### config.mk
export PLATFORM = sky130hd
export DESIGN_NAME = program_loader_flat
export DESIGN_NICKNAME = d
export VERILOG_FILES = /design/src/rtl/program_loader_pkg.sv /design/src/rtl/program_loader_if.sv /design/src/rtl/program_loader.sv /design/src/flat_wrapper.sv
export SDC_FILE = /design/constraint.sdc
export NUM_CORES = 1
export LEC_CHECK = 0
export ABC_CLOCK_PERIOD_IN_PS = 5400
export CAP_MARGIN = 5
export CORE_ASPECT_RATIO = 0.5
export CORE_MARGIN = 5
export CORE_UTILIZATION = 40
export DETAILED_ROUTE_END_ITERATION = 6
export PLACE_DENSITY = 0.62
export SETUP_SLACK_MARGIN = 0.3
export SLEW_MARGIN = 10
export SYNTH_ARGS = -nofsm -noshare
export SYNTH_HDL_FRONTEND = slang
export SYNTH_SLANG_ARGS = --single-unit
### constraint.sdc
create_clock -name clk_i -period 5.4 [get_ports clk_i]
set_input_delay 1.62 -clock clk_i [delete_from_list [all_inputs] [get_ports clk_i]]
set_output_delay 1.62 -clock clk_i [all_outputs]
set_load 0.05 [all_outputs]
### src/rtl/program_loader_pkg.sv
// Shared types and constants for the instruction-memory program loader.
package program_loader_pkg;

    localparam int HALF_WORD = 16;
    localparam int WORD      = 32;

    typedef logic [HALF_WORD-1:0] half_word_t;
    typedef logic [WORD-1:0]      word_t;

    typedef enum logic [2:0] {
        IDLE,
        LEN_LO,
        LEN_HI,
        DATA_LO,
        DATA_HI,
        WRITE,
        CHECK
    } loader_state_t;

    localparam logic [7:0] LOADER_SYNC_BYTE = 8'hA5;

endpackage

### src/rtl/program_loader_if.sv
// Byte-stream input and instruction-memory write bus of the program loader.
interface program_loader_if;
    import program_loader_pkg::*;

    logic       byte_valid_i;
    logic [7:0] byte_i;
    logic       byte_ready_o;
    logic       program_mem_write_en_o;
    word_t      instruction_addr_o;
    half_word_t instruction_o;

    // slave: the loader itself; master: the host link / memory side
    modport slave (
        input  byte_valid_i,
        input  byte_i,
        output byte_ready_o,
        output program_mem_write_en_o,
        output instruction_addr_o,
        output instruction_o
    );

    modport master (
        output byte_valid_i,
        output byte_i,
        input  byte_ready_o,
        input  program_mem_write_en_o,
        input  instruction_addr_o,
        input  instruction_o
    );

endinterface

### src/rtl/program_loader.sv
// Parses a framed little-endian byte stream into 16-bit instruction writes,
// verifies an XOR checksum and reports done/error.
module program_loader
    import program_loader_pkg::*;
#(
    parameter word_t       BASE_ADDR = 32'h0000_0000,
    parameter logic [7:0]  SYNC_BYTE = LOADER_SYNC_BYTE,
    parameter int unsigned ADDR_STEP = 2
) (
    input  logic              clk_i,
    input  logic              reset_i,
    program_loader_if.slave   bus,
    output logic              loading_o,
    output logic              load_done_o,
    output logic              load_error_o
);

    loader_state_t r_state;
    loader_state_t w_state_next;
    logic [15:0]   r_len;
    logic [15:0]   r_count;
    logic [7:0]    r_chk;
    logic [7:0]    r_lo;
    half_word_t    r_instr;
    word_t         r_addr;
    logic          r_loading;
    logic          r_done;
    logic          r_err;

    logic          w_ready;
    logic          w_write;
    logic          w_accept;
    logic [7:0]    w_byte;

    assign w_byte   = bus.byte_i;
    assign w_accept = bus.byte_valid_i && w_ready;

    always_ff @(posedge clk_i) begin
        if (reset_i) begin
            r_state <= IDLE;
        end else begin
            r_state <= w_state_next;
        end
    end

    always_comb begin
        w_state_next = r_state;
        case (r_state)
            IDLE:    if (w_accept && w_byte == SYNC_BYTE) w_state_next = LEN_LO;
            LEN_LO:  if (w_accept) w_state_next = LEN_HI;
            LEN_HI:  if (w_accept) w_state_next = ({w_byte, r_len[7:0]} == 16'd0) ? CHECK : DATA_LO;
            DATA_LO: if (w_accept) w_state_next = DATA_HI;
            DATA_HI: if (w_accept) w_state_next = WRITE;
            // count is compared before its increment so LEN=FFFF never wraps it
            WRITE:   w_state_next = ((r_count + 16'd1) == r_len) ? CHECK : DATA_LO;
            CHECK:   if (w_accept) w_state_next = IDLE;
            default: w_state_next = IDLE;
        endcase
    end

    // Strobe is masked during reset so an interrupted WRITE never reaches memory
    always_comb begin
        w_ready = (r_state != WRITE);
        w_write = (r_state == WRITE) && !reset_i;
    end

    always_ff @(posedge clk_i) begin
        if (reset_i) begin
            r_len     <= '0;
            r_count   <= '0;
            r_chk     <= '0;
            r_lo      <= '0;
            r_instr   <= '0;
            r_addr    <= BASE_ADDR;
            r_loading <= 1'b0;
            r_done    <= 1'b0;
            r_err     <= 1'b0;
        end else begin
            r_done <= 1'b0;
            case (r_state)
                IDLE: if (w_accept && w_byte == SYNC_BYTE) begin
                    r_chk     <= '0;
                    r_err     <= 1'b0;
                    r_loading <= 1'b1;
                    r_addr    <= BASE_ADDR;
                    r_count   <= '0;
                end
                LEN_LO: if (w_accept) begin
                    r_len[7:0] <= w_byte;
                    r_chk      <= r_chk ^ w_byte;
                end
                LEN_HI: if (w_accept) begin
                    r_len[15:8] <= w_byte;
                    r_chk       <= r_chk ^ w_byte;
                end
                DATA_LO: if (w_accept) begin
                    r_lo  <= w_byte;
                    r_chk <= r_chk ^ w_byte;
                end
                DATA_HI: if (w_accept) begin
                    r_instr <= {w_byte, r_lo};
                    r_chk   <= r_chk ^ w_byte;
                end
                WRITE: begin
                    r_addr  <= r_addr + word_t'(ADDR_STEP);
                    r_count <= r_count + 16'd1;
                end
                CHECK: if (w_accept) begin
                    r_loading <= 1'b0;
                    if (w_byte == r_chk) r_done <= 1'b1;
                    else                 r_err  <= 1'b1;
                end
                default: ;
            endcase
        end
    end

    assign bus.byte_ready_o           = w_ready;
    assign bus.program_mem_write_en_o = w_write;
    assign bus.instruction_addr_o     = r_addr;
    assign bus.instruction_o          = r_instr;
    assign loading_o                  = r_loading;
    assign load_done_o                = r_done;
    assign load_error_o               = r_err;

endmodule
### src/flat_wrapper.sv
// flat-port wrapper written by rule: the top's interface ports become plain ports
module program_loader_flat import program_loader_pkg::*;
#(
    parameter word_t       BASE_ADDR = 32'h0000_0000,
    parameter logic [7:0]  SYNC_BYTE = LOADER_SYNC_BYTE,
    parameter int unsigned ADDR_STEP = 2
)
  (clk_i, reset_i, loading_o, load_done_o, load_error_o, bus_byte_valid_i, bus_byte_i, bus_byte_ready_o, bus_program_mem_write_en_o, bus_instruction_addr_o, bus_instruction_o);
  program_loader_if bus_i ();
  input  logic clk_i;
  input  logic reset_i;
  output logic loading_o;
  output logic load_done_o;
  output logic load_error_o;
  input wire logic [$bits(bus_i.byte_valid_i)-1:0] bus_byte_valid_i;
  input wire logic [$bits(bus_i.byte_i)-1:0] bus_byte_i;
  output wire logic [$bits(bus_i.byte_ready_o)-1:0] bus_byte_ready_o;
  output wire logic [$bits(bus_i.program_mem_write_en_o)-1:0] bus_program_mem_write_en_o;
  output wire logic [$bits(bus_i.instruction_addr_o)-1:0] bus_instruction_addr_o;
  output wire logic [$bits(bus_i.instruction_o)-1:0] bus_instruction_o;
  assign bus_i.byte_valid_i = bus_byte_valid_i;
  assign bus_i.byte_i = bus_byte_i;
  assign bus_byte_ready_o = bus_i.byte_ready_o;
  assign bus_program_mem_write_en_o = bus_i.program_mem_write_en_o;
  assign bus_instruction_addr_o = bus_i.instruction_addr_o;
  assign bus_instruction_o = bus_i.instruction_o;
  program_loader #(.BASE_ADDR(BASE_ADDR), .SYNC_BYTE(SYNC_BYTE), .ADDR_STEP(ADDR_STEP)) u_core (.clk_i(clk_i), .reset_i(reset_i), .bus(bus_i), .loading_o(loading_o), .load_done_o(load_done_o), .load_error_o(load_error_o));
endmodule
# --- Yosys cells after proc, flatten, opt, wreduce, memory -nomap -nowiden ---
# Cells that the tools add are included.
# Widths: inputs -> output; s select.
classes:
  n_addsub: 2
  multipliers: 0
  div: 0
  magnitude_cmp: 0
  eq_ne: 18
  shifts: 0
  n_mux: 24
  bitwise_logic: 3
  n_reduce_logical: 20
ops:
  columns: ["op", "n"]
  rows:
  - ["$pmux 32 s2", 1]
  - ["$add 32x2->32 const B", 1]
  - ["$mux 32", 1]
  - ["$pmux 16 s2", 1]
  - ["$mux 3", 8]
  - ["$pmux 3 s7", 1]
  - ["$add 16x1->16 const B", 1]
  - ["$eq 16x16->1", 1]
  - ["$logic_not 16->1", 1]
  - ["$mux 16", 1]
  - ["$mux 8", 2]
  - ["$pmux 8 s2", 1]
  - ["$ne 2x1->1 const B", 7]
  - ["$reduce_and 2->1", 5]
  - ["$eq 3x3->1 const B", 3]
  - ["$eq 8x8->1", 1]
  - ["$eq 8x8->1 const B", 1]
  - ["$xor 8x8->8", 1]
  - ["$eq 3x2->1 const B", 2]
  - ["$mux 1", 6]
  - ["$reduce_and 3->1", 2]
  - ["$reduce_and 6->1", 1]
  - ["$reduce_bool 2->1", 3]
  - ["$pmux 1 s2", 2]
  - ["other kinds (10)", 13]
word_totals:
  reg_bits: 102
  latchBits: 0
  ram_bits: 0
  romBits: 0
  in_bits: 11
  out_inout_bits: 53
  wordCells: 78
  mem_count: 0

# --- Longest topological paths before layout ---
# Gate-level depths: netlist of the first run.
logic_depth:
  depth_word: 5
  mapped_depth: 9

# --- Worst setup path before layout of the first run ---
# OpenSTA, ideal clock, no wires.
synth_timing:
  kind: "input to output"
  from: "in reset_i"
  to: "out bus_program_mem_write_en_o"
  arrival_ps: 2687
  setup_slack_ps: 1093
  path_stages: 3
  path_cell_list: "clkbuf_1 -> clkbuf_1 -> nor2_1"
synth_between:
  elab_chain_len: 2
synth_rtl:
  columns: ["item", "line", "rtl"]
  rows:
  - ["from (decl)", "flat_wrapper.sv:11", "input logic reset_i;"]
  - ["$logic_not 1->1", "program_loader.sv:64", "w_write = (r_state == WRITE) && !reset_i;"]
  - ["$logic_and 1x1->1", "program_loader.sv:64", null]
  - ["to (decl)", "flat_wrapper.sv:18", "output wire logic [$bits(bus_i.program_mem_write_en_o)-1:0] bus_program_mem_write_en_o;"]
# Every way passes these cells.

# --- Final worst setup path of the first run ---
layout_timing:
  from: "reg u_core.r_state[2]"
  to: "out bus_program_mem_write_en_o"
layout_between:
  elab_chain_len: 2
layout_rtl:
  columns: ["item", "line", "rtl"]
  rows:
  - ["from (decl)", "program_loader.sv:18", "loader_state_t r_state;"]
  - ["from (signal assigned)", "program_loader.sv:42", "r_state <= w_state_next;"]
  - ["$eq 3x3->1", "program_loader.sv:64", null]
  - ["$logic_and 1x1->1", "program_loader.sv:64", null]
# Every way passes these cells.

==> results of run 1 <==
layout make-up:
cell class / count / area, µm² / share of cell area
clock buffers: 9 / 225 / 0.0367
clock inverters: 7 / 116 / 0.0189
inverters: 14 / 52.6 / 0.00855
multi-input cells: 506 / 2870 / 0.467
flip-flops and latches: 101 / 2020 / 0.329
well taps: 170 / 213 / 0.0346
repair buffers: 66 / 648 / 0.105
cell usage after synthesis (6+ instances only):
master	n	area, µm²
sky130_fd_sc_hd__buf_2	9	45.0
sky130_fd_sc_hd__and3_1	8	50.1
sky130_fd_sc_hd__a31oi_1	9	56.3
sky130_fd_sc_hd__nor2b_1	10	62.6
sky130_fd_sc_hd__nand2_1	119	447
sky130_fd_sc_hd__nor3_1	6	30.0
sky130_fd_sc_hd__or4_1	8	60.1
sky130_fd_sc_hd__xnor2_1	16	140
sky130_fd_sc_hd__nor2_1	48	180
sky130_fd_sc_hd__a21oi_1	91	455
sky130_fd_sc_hd__o211ai_1	11	82.6
sky130_fd_sc_hd__clkbuf_1	32	120
sky130_fd_sc_hd__inv_1	13	48.8
sky130_fd_sc_hd__nand3_1	24	120
sky130_fd_sc_hd__dfxtp_1	101	2020
sky130_fd_sc_hd__o21ai_0	28	140
sky130_fd_sc_hd__or3_1	15	93.8
sky130_fd_sc_hd__nand3b_1	10	75.1
sky130_fd_sc_hd__o21ai_1	7	35.0
sky130_fd_sc_hd__nor4_1	6	37.5
sky130_fd_sc_hd__mux2_2	7	78.8
sky130_fd_sc_hd__nand4_1	12	75.1
cell families (layout without fill, tap and decap cells):
family	count (synthesis)	count (layout)	synth area share
buf+inv	62	96	0.0533
xor+xnor	20	20	0.0339
simple gates	295	295	0.292
other cells	1	1	0.000726
flops	101	101	0.392
compound gates	181	181	0.209
mux	7	7	0.0153
fa+ha+maj	2	2	0.00485
layer usage:
metal	vias up	routed length (µm)	global-route usage
met1	2280	6470	0.249
li1	2450	-	-
met3	5	686	0.0354
met4	0	59	0.0352
met2	105	5940	0.271
met5	-	0	0
critical path, delay by kind of cell, from the launching register on:
| family | cells | cell delay, ns |
|---|---|---|
| buf+inv | 3 | 1.32 |
| simple gates | 3 | 0.45 |
| flops | 1 | 0.59 |
final timing paths:
kind	endpoint	cells after the start
hold reg to reg	u_core.r_lo[3]	2
setup / recovery	bus_program_mem_write_en_o	6
setup reg to reg	u_core.bus.instruction_addr_o[31]	8
hold / removal	u_core.r_lo[3]	2
cell usage in the layout, fill, tap and decap left out, drive strengths merged, types with 8 or more instances in the layout:
cell type,n
o21ai,35
xnor2,16
clkdlybuf4s50,61
nor2,51
inv,17
nor3,8
a31oi,9
nand3b,10
dfxtp,101
clkbuf,9
nand3,26
nor2b,10
nand4,14
nand2,119
or4,9
a21oi,91
o211ai,12
or3,15
and3,8
sequential cells by signal, summed over array words and instances, names as in the netlist:
register                       cells
u_core.bus.instruction_addr_o     31
u_core.bus.instruction_o          16
u_core.r_count                    16
u_core.r_len                      16
u_core.r_chk                       8
u_core.r_lo                        8
u_core.r_state                     3
u_core.load_done_o                 1
u_core.load_error_o                1
u_core.loading_o                   1
stage by stage:
step	utilization	cell area, µm²	std cells	total power [mW]	worst slack [ns]
after floorplan	-	5160	669	0.786	1.09
after global placement	0.458	5800	857	0.801	1.13
after detailed placement	0.458	5800	857	0.802	1.13
after CTS	0.485	6140	873	1.54	1.07
after global routing	0.485	6140	873	1.58	0.886
final	0.485	6140	873	1.52	1.08
where the power goes:
| part | internal (mW) | switching (mW) | total (mW) |
|---|---|---|---|
| logic | 0.0111 | 0.0284 | 0.0395 |
| clock network | 0.420 | 0.317 | 0.737 |
| registers | 0.744 | 0.000167 | 0.744 |
| total | 1.17 | 0.346 | 1.52 |
==> impl_metrics.py, run 1 <==
metrics = {
    "worst_setup_path": {
        "worst_path_max_delay_cell": "sky130_fd_sc_hd__clkdlybuf4s50_1",
        "critPathArrivalTime_ns": 2.70,
        "worst-setup-path-type": "reg -> out",
        "reg2reg_setup_slack_ns": 2.45,
        "worst_r2r_start": "u_core.r_state[2]",
        "crit_chain": "nand2_1 -> nor2_2 -> buf_4 -> inv_2 -> nor2_1 -> clkdlybuf4s50_1",
        "max_stage_delay_ns": 0.82,
        "worstPathRequired_ns": 3.78,
        "timing.critical_path.to_type": "output port",
        "crit_startpoint": "u_core.r_state[2]",
        "largest_fanout_on_the_critical_path": 33,
        "cp-start-kind": "flip-flop",
    },
    "sta": {
        "finalSetupTns_ns": 0,
        "maxSlewHeadroom": 0.263,
        "slew_viol_final": 0,
        "unrepaired_setup_endpoints_after_global_routing": "false",
        "hold_ws_ns": 0.457,
        "finalCritPeriodShare": 0.800,
        "finalSetupViolCount": 0,
        "report.final.hold_viol_count": 0,
        "worst_pin_slew_ns": 1.11,
        "achievable-frequency_mhz": 231,
        "worst_clock_skew_ns": 0.0105,
        "timing.final.crit_period_ns": 4.32,
    },
    "drt": {
        "dr_total_vias": 4840,
        "route.detailed.drc": 0,
        "vias_per_cell": 5.54,
        "dr.first_iter.drc_count": 408,
        "ant_nets": 0,
        "dr.pass1.iters": 5,
        "routedWlPerCell_um": 15.1,
        "finalWirelength_mm": 13.2,
    },
    "floorplanning": {
        "die-width_um": 171,
        "die_area_um2": 15400,
        "die_height_um": 90.3,
        "starting_utilization_of_the_core_area": 0.408,
        "num_io_pins": 64,
        "std_cell_rows": 29,
        "coreArea_um2": 12700,
    },
    "synth": {
        "synth_edf_count": 0,
        "synth_fp_nets": 682,
        "synth_ff_type": "sky130_fd_sc_hd__dfxtp_1",
        "synthArstFlopShare": 0,
        "number_of_warning_messages_in_the_yosys_log": 0,
        "proportion_of_synthesized_chip_area_in_sequential_cells": 0.392,
        "postSynthCellCount": 669,
        "synth-seq-cells": 101,
        "syn_area_um2": 5160,
        "ys_types": 62,
        "post_synth.cell_area_avg_um2": 7.72,
    },
    "hold_path": {
        "holdCritStartpoint": "u_core.r_lo[3]",
        "hp-class": "reg -> reg",
    },
    "clock_network": {
        "tritoncts": "built",
        "cts.path.max_buffers": 2,
        "tritoncts.num_buffers": 9,
        "cts.htree.levels": 3,
        "cts_setup_buffers": 0,
        "cts_hold_buffers": 0,
        "cts-root-buf": "sky130_fd_sc_hd__clkbuf_16",
        "clock_latency_ns": 0.35,
        "clock-sinks": 101,
        "post_cts_resize_count": 0,
        "clkSlewWorstSetupHoldPaths_ns": 0.08,
    },
    "status": {
        "outcome": "complete, no violations",
    },
    "place": {
        "numPortBuffers": 62,
        "place_hpwl_mm": 8.76,
        "finalWeightedCongestion": 0.800,
    },
    "power_and_ir_drop": {
        "power.static_leakage_nw": 1.87,
        "power_density_nw_per_um2": 247,
        "peakVddDrop_mv": 0.155,
    },
    "run": {
        "drv_cap": 0,
    },
    "grt": {
        "antenna_violations_before_repair": 0,
        "grt_overflow_total": 0,
        "first_pass_grt_wire_length_mm": 22.4,
        "number_of_global_route_vias_before_repair": 4438,
        "grt_start_max_net_pins": 104,
        "track_usage": 0.174,
    },
    "final_layout": {
        "antennaDiodeCount": 0,
        "syn_to_final_growth_pct": 19.0,
        "drive_gt1_frac": 0.0612,
        "design.final.nets": 711,
        "fillers": 1245,
    },
}
Power figures use the tool's default switching activity.
==> inputs of run 2 (changes only) <==
Settings changed: ABC_CLOCK_PERIOD_IN_PS 5400 to 3700, PLACE_DENSITY 0.62 to 0.64.
Clock period 5.4 ns to 3.7 ns, I/O delays scaled along.
==> run 2 against run 1 <==
Utilization grew 0.69 points. Clock power rose by 37%. Setup slack worse by 0.58 ns. Die area unchanged. Wire length is 0.84% higher. Design area increased by 1.4%. Cell count rose by 1.7%. Critical endpoint is now bus_byte_ready_o. Largest cell class unchanged.
==> impl_metrics.py, run 2 (synthesis gave the netlist of run 1 again) <==
metrics = {
    "status": {
        "outcome": "complete, no violations",
    },
    "drt": {
        "dr_total_vias": 4824,
        "vias_per_cell": 5.43,
        "dr.pass1.iters": 4,
        "route.detailed.drc": 0,
        "routedWlPerCell_um": 14.9,
        "dr.first_iter.drc_count": 439,
        "finalWirelength_mm": 13.3,
        "ant_nets": 0,
    },
    "floorplanning": {
        "starting_utilization_of_the_core_area": 0.408,
        "die_height_um": 90.3,
        "die-width_um": 171,
        "die_area_um2": 15400,
        "num_io_pins": 64,
        "coreArea_um2": 12700,
        "std_cell_rows": 29,
    },
    "power_and_ir_drop": {
        "power.clock.fraction": 0.467,
        "peakVddDrop_mv": 0.182,
        "share_comb_of_total_power": 0.030,
        "sequential_cell_fraction_of_total_power": 0.503,
        "sw_ratio": 0.235,
        "p_int_mw": 1.65,
        "power_density_nw_per_um2": 346,
        "power.net_switching_mw": 0.507,
        "power.static_leakage_nw": 1.93,
    },
    "grt": {
        "grt_start_max_net_pins": 87,
        "grt_overflow_total": 0,
        "number_of_global_route_vias_before_repair": 4521,
        "antenna_violations_before_repair": 0,
        "track_usage": 0.173,
        "first_pass_grt_wire_length_mm": 22.5,
    },
    "worst_setup_path": {
        "reg2regPathDepth": 7,
        "largest_fanout_on_the_critical_path": 13,
        "timing.critical_path.to_type": "output port",
        "cp-start-kind": "flip-flop",
        "rr_endpoint": "u_core.r_state[0]",
        "max_stage_delay_ns": 0.72,
        "crit_chain": "nand2_1 -> nor2_2 -> inv_2 -> clkdlybuf4s50_1",
        "critical_path.n_buffers_inverters": 2,
        "worst_r2r_start": "u_core.r_count[0]",
        "reg2reg_setup_slack_ns": 1.11,
        "worst-setup-path-type": "reg -> out",
        "critPathArrivalTime_ns": 2.09,
        "worstPathRequired_ns": 2.59,
        "top_family_by_delay_on_critical_path": "buffers and inverters",
        "worst_path_max_delay_cell": "sky130_fd_sc_hd__clkdlybuf4s50_1",
    },
    "clock_network": {
        "cts.path.max_buffers": 2,
        "clkSlewWorstSetupHoldPaths_ns": 0.08,
        "clock-sinks": 101,
        "tritoncts.num_buffers": 9,
        "cts-root-buf": "sky130_fd_sc_hd__clkbuf_16",
        "clock_latency_ns": 0.35,
        "tritoncts": "built",
        "cts.htree.levels": 3,
        "cts_setup_buffers": 0,
        "post_cts_resize_count": 0,
        "cts_hold_buffers": 0,
    },
    "final_layout": {
        "utilization": 0.492,
        "drive_gt1_frac": 0.0822,
        "mostFrequentLayoutCell": "sky130_fd_sc_hd__nand2_1",
        "largest_register_ff_count": 31,
        "syn_to_final_growth_pct": 20.7,
        "number_of_standard_cells_in_the_layout_taps_in_and_fillers_out": 888,
        "design.final.nets": 726,
        "top_library_cells_by_usage_in_the_layout_fill_and_taps_aside": "sky130_fd_sc_hd__nand2_1 (119), sky130_fd_sc_hd__dfxtp_1 (101), sky130_fd_sc_hd__a21oi_1 (91), sky130_fd_sc_hd__clkdlybuf4s50_1 (60), sky130_fd_sc_hd__nor2_1 (48)",
        "antennaDiodeCount": 0,
        "post-route-cell-area_um2": 6230,
    },
    "place": {
        "place_hpwl_mm": 9.27,
        "pre_cts_ws_ns": 0.263,
        "post-place-cells": 872,
        "finalWeightedCongestion": 0.814,
        "post_dp_cell_area_um2": 5910,
        "numPortBuffers": 62,
    },
    "sta": {
        "finalCritPeriodShare": 0.865,
        "timing.final.crit_period_ns": 3.20,
        "maxSlewHeadroom": 0.409,
        "slew_viol_final": 0,
        "setup_slack_ns": 0.499,
        "achievable-frequency_mhz": 312,
        "report.final.hold_viol_count": 0,
        "worst_clock_skew_ns": 0.00709,
        "worst_pin_slew_ns": 0.886,
        "finalSetupViolCount": 0,
        "finalSetupTns_ns": 0,
        "unrepaired_setup_endpoints_after_global_routing": "false",
    },
    "hold_path": {
        "holdCritStartpoint": "u_core.bus.instruction_o[6]",
        "hp-class": "reg -> reg",
        "min_delay_worst_endpoint": "u_core.bus.instruction_o[6]",
        "worst_hold_path.num_cells": 2,
    },
    "run": {
        "drv_cap": 0,
    },
}
-- run 2: power groups by stage --
stage,sequential (mW),clock (mW),combinational (mW)
2_1_floorplan,1.11,0,0.0357
3_3_place_gp,1.11,0,0.0648
3_5_place_dp,1.11,0,0.0643
4_1_cts,1.09,1.03,0.0646
5_1_grt,1.09,1.08,0.0690
6_report,1.09,1.01,0.0641
-- run 2: per-layer routing --
layer,track usage,vias up,share of wire
met1,0.244,2229,0.50
met2,0.265,118,0.43
li1,-,2464,-
met4,0.0412,0,0.013
met3,0.0424,13,0.055
met5,0,-,0
-- run 2: through the flow --
stage	power, mW	hold slack, ns
after global placement	1.18	0.445
after detailed placement	1.18	0.445
after CTS	2.18	0.457
after global routing	2.23	0.475
after floorplan	1.15	0.432
final	2.16	0.455
-- run 2: worst max-delay path by stage --
stage	start	slack, ns	end	depth (start not counted)
after floorplan	reset_i	0.41	bus_program_mem_write_en_o	3
after global placement	bus_byte_i[3]	0.31	u_core.r_count[3]	7
after detailed placement	bus_byte_i[3]	0.26	u_core.r_count[8]	7
after CTS	u_core.r_state[2]	0.50	bus_byte_ready_o	4
after global routing	u_core.r_state[2]	0.41	bus_byte_ready_o	4
final	u_core.r_state[2]	0.50	bus_byte_ready_o	4
-- run 2: cell type report --
cell class	count	area [µm²]
clock inverter	7	93.8
inverter	14	52.6
clock buffer	9	225
tap	170	213
timing repair buffer	81	758
fill	1234	6430
multi-input combinational	506	2870
sequential	101	2020
-- run 2: worst min-delay path, cell delays in order (launching register included) --
cell and delay (ns):
sky130_fd_sc_hd__dfxtp_1 0.31, sky130_fd_sc_hd__nand2_1 0.05, sky130_fd_sc_hd__a21oi_1 0.05
==> inputs of run 3 (changes only) <==
Settings changed: CORE_UTILIZATION 40 to 50, PLACE_DENSITY 0.64 to 0.77, SETUP_SLACK_MARGIN 0.3 to 0.4.
==> run 3 against run 2 <==
Utilization increased by 12 points. Critical path type is now in -> reg. Flip-flop and latch count unchanged. Count of clock-buffer cells in the layout is the same. Critical path depth grew 3. Combinational power shrank 0.9%. Sequential power about the same. Power up 1.9%. Clock skew down 0.00072 ns. Design area down 0.76%. Fmax grew 6.8%. Hold slack better by 0.0018 ns.
==> impl_metrics.py, run 3 (synthesis gave the netlist of run 1 again) <==
metrics = {
    "sta": {
        "unrepaired_setup_endpoints_after_global_routing": "false",
        "report.final.hold_viol_count": 0,
        "maxSlewHeadroom": 0.291,
        "finalCritPeriodShare": 0.810,
        "slew_viol_final": 0,
        "timing.final.crit_period_ns": 3.00,
        "finalSetupTns_ns": 0,
        "achievable-frequency_mhz": 334,
        "worst_pin_slew_ns": 1.06,
        "worst_clock_skew_ns": 0.00637,
        "finalSetupViolCount": 0,
        "hold_ws_ns": 0.457,
    },
    "worst_setup_path": {
        "worstPathRequired_ns": 3.88,
        "crit_end": "u_core.r_count[5]",
        "crit_chain": "clkdlybuf4s50_1 -> or4_1 -> nor2_2 -> nand3_1 -> a21o_2 -> o21ai_0 -> a21oi_1",
        "critPathArrivalTime_ns": 3.18,
        "worst-setup-path-type": "in -> reg",
        "worst_path_max_delay_cell": "sky130_fd_sc_hd__clkdlybuf4s50_1",
        "crit_startpoint": "bus_byte_i[6]",
        "worst_r2r_start": "u_core.r_count[0]",
        "reg2regPathDepth": 7,
        "cp-start-kind": "input port",
        "reg2reg_setup_slack_ns": 1.10,
        "timing.critical_path.to_type": "flip-flop",
        "rr_endpoint": "u_core.r_state[0]",
        "largest_fanout_on_the_critical_path": 18,
        "max_stage_delay_ns": 0.54,
    },
    "floorplanning": {
        "die-width_um": 154,
        "num_io_pins": 64,
        "die_area_um2": 12600,
        "starting_utilization_of_the_core_area": 0.509,
        "coreArea_um2": 10100,
        "std_cell_rows": 26,
        "die_height_um": 81.9,
    },
    "hold_path": {
        "hp-class": "reg -> reg",
    },
    "power_and_ir_drop": {
        "power.net_switching_mw": 0.489,
        "power.static_leakage_nw": 1.92,
        "p_int_mw": 1.71,
        "power.clock.fraction": 0.477,
        "power_density_nw_per_um2": 355,
        "share_comb_of_total_power": 0.029,
        "peakVddDrop_mv": 0.240,
        "sequential_cell_fraction_of_total_power": 0.494,
        "sw_ratio": 0.222,
    },
    "drt": {
        "vias_per_cell": 5.79,
        "dr.first_iter.drc_count": 468,
        "routedWlPerCell_um": 15.3,
        "ant_nets": 0,
        "dr_total_vias": 4954,
        "finalWirelength_mm": 13.1,
        "dr.pass1.iters": 6,
        "route.detailed.drc": 0,
    },
    "final_layout": {
        "largest_register_ff_count": 31,
        "utilization": 0.609,
        "syn_to_final_growth_pct": 19.7,
        "top_library_cells_by_usage_in_the_layout_fill_and_taps_aside": "sky130_fd_sc_hd__nand2_1 (119), sky130_fd_sc_hd__dfxtp_1 (101), sky130_fd_sc_hd__a21oi_1 (91), sky130_fd_sc_hd__clkdlybuf4s50_1 (59), sky130_fd_sc_hd__nor2_1 (48)",
        "drive_gt1_frac": 0.0797,
        "mostFrequentLayoutCell": "sky130_fd_sc_hd__nand2_1",
        "design.final.nets": 723,
        "post-route-cell-area_um2": 6180,
        "number_of_standard_cells_in_the_layout_taps_in_and_fillers_out": 855,
        "antennaDiodeCount": 0,
    },
    "place": {
        "post-place-cells": 839,
        "place_hpwl_mm": 8.84,
        "post_dp_cell_area_um2": 5850,
        "finalWeightedCongestion": 0.855,
        "numPortBuffers": 62,
    },
    "clock_network": {
        "clock-sinks": 101,
        "cts.htree.levels": 3,
        "cts-root-buf": "sky130_fd_sc_hd__clkbuf_16",
        "cts_setup_buffers": 0,
        "tritoncts": "built",
        "tritoncts.num_buffers": 9,
        "clock_latency_ns": 0.35,
        "clkSlewWorstSetupHoldPaths_ns": 0.07,
        "cts.path.max_buffers": 2,
    },
    "grt": {
        "first_pass_grt_wire_length_mm": 22.1,
        "grt_start_max_net_pins": 104,
        "track_usage": 0.213,
        "antenna_violations_before_repair": 0,
        "number_of_global_route_vias_before_repair": 4517,
        "grt_overflow_total": 0,
    },
    "run": {
        "drv_cap": 0,
    },
    "status": {
        "outcome": "complete, no violations",
    },
}
-- run 3: cell count changes in the layout (fill, tap and decap cells not counted), sizes merged --
cell and change:
clkdlybuf4s50 -1, bufinv +1, clkinv -1, dlymetal6s2s +1
buf -3
-- run 3: metal layers --
layer,vias up,part of all wire,wire length (µm),global-route usage
met5,-,0,0,0
met4,0,0.015,191,0.0722
met3,19,0.056,731,0.0458
met2,146,0.46,6050,0.355
met1,2321,0.47,6130,0.280
li1,2468,-,-,-
-- run 3: what timing repair did --
action,4_1_cts,5_1_grt
endpoints found under the hold margin,0,0
resized for setup,0,2
endpoints found under the setup margin,0,3
hold buffers,0,0
-- run 3: power by group through the flow --
stage                     clock network, mW  registers (mW)  logic [mW]
after global routing                   1.11            1.09      0.0684
after floorplan                           0            1.11      0.0357
final                                  1.05            1.09      0.0635
after global placement                    0            1.11      0.0617
after detailed placement                  0            1.11      0.0623
after CTS                              1.06            1.09      0.0627
-- run 3: worst max-delay path: cells and delay by family --
family	cells	cell delay, ns
AOI/OAI and AO/OA	3	0.66
buffers and inverters	1	0.54
and+or+nand+nor	3	0.86
-- run 3: final cells by class --
type	count	area, µm²
tap	140	175
sequential	101	2020
fill	935	3970
timing repair buffer	78	736
clock inverter	7	105
inverter	14	52.6
clock buffer	9	225
multi-input combinational	506	2870
-- run 3: how the worst min path moves through the flow --
stage | startpoint | endpoint | slack (ns) | cells after the start
4_1_cts | u_core.bus.instruction_o[15] | u_core.bus.instruction_o[15] | 0.46 | 2
2_1_floorplan | u_core.r_lo[0] | u_core.bus.instruction_o[0] | 0.43 | 2
3_5_place_dp | u_core.r_lo[3] | u_core.bus.instruction_o[3] | 0.45 | 2
5_1_grt | u_core.bus.instruction_o[4] | u_core.bus.instruction_o[4] | 0.48 | 2
3_3_place_gp | u_core.r_lo[3] | u_core.bus.instruction_o[3] | 0.44 | 2
6_report | u_core.bus.instruction_o[11] | u_core.bus.instruction_o[11] | 0.46 | 2
-- run 3: metrics by stage --
step           setup slack [ns]  power [mW]
2_1_floorplan             0.413        1.15
3_3_place_gp              0.360        1.17
3_5_place_dp              0.280        1.17
4_1_cts                   0.420        2.21
5_1_grt                   0.501        2.27
6_report                  0.704        2.20
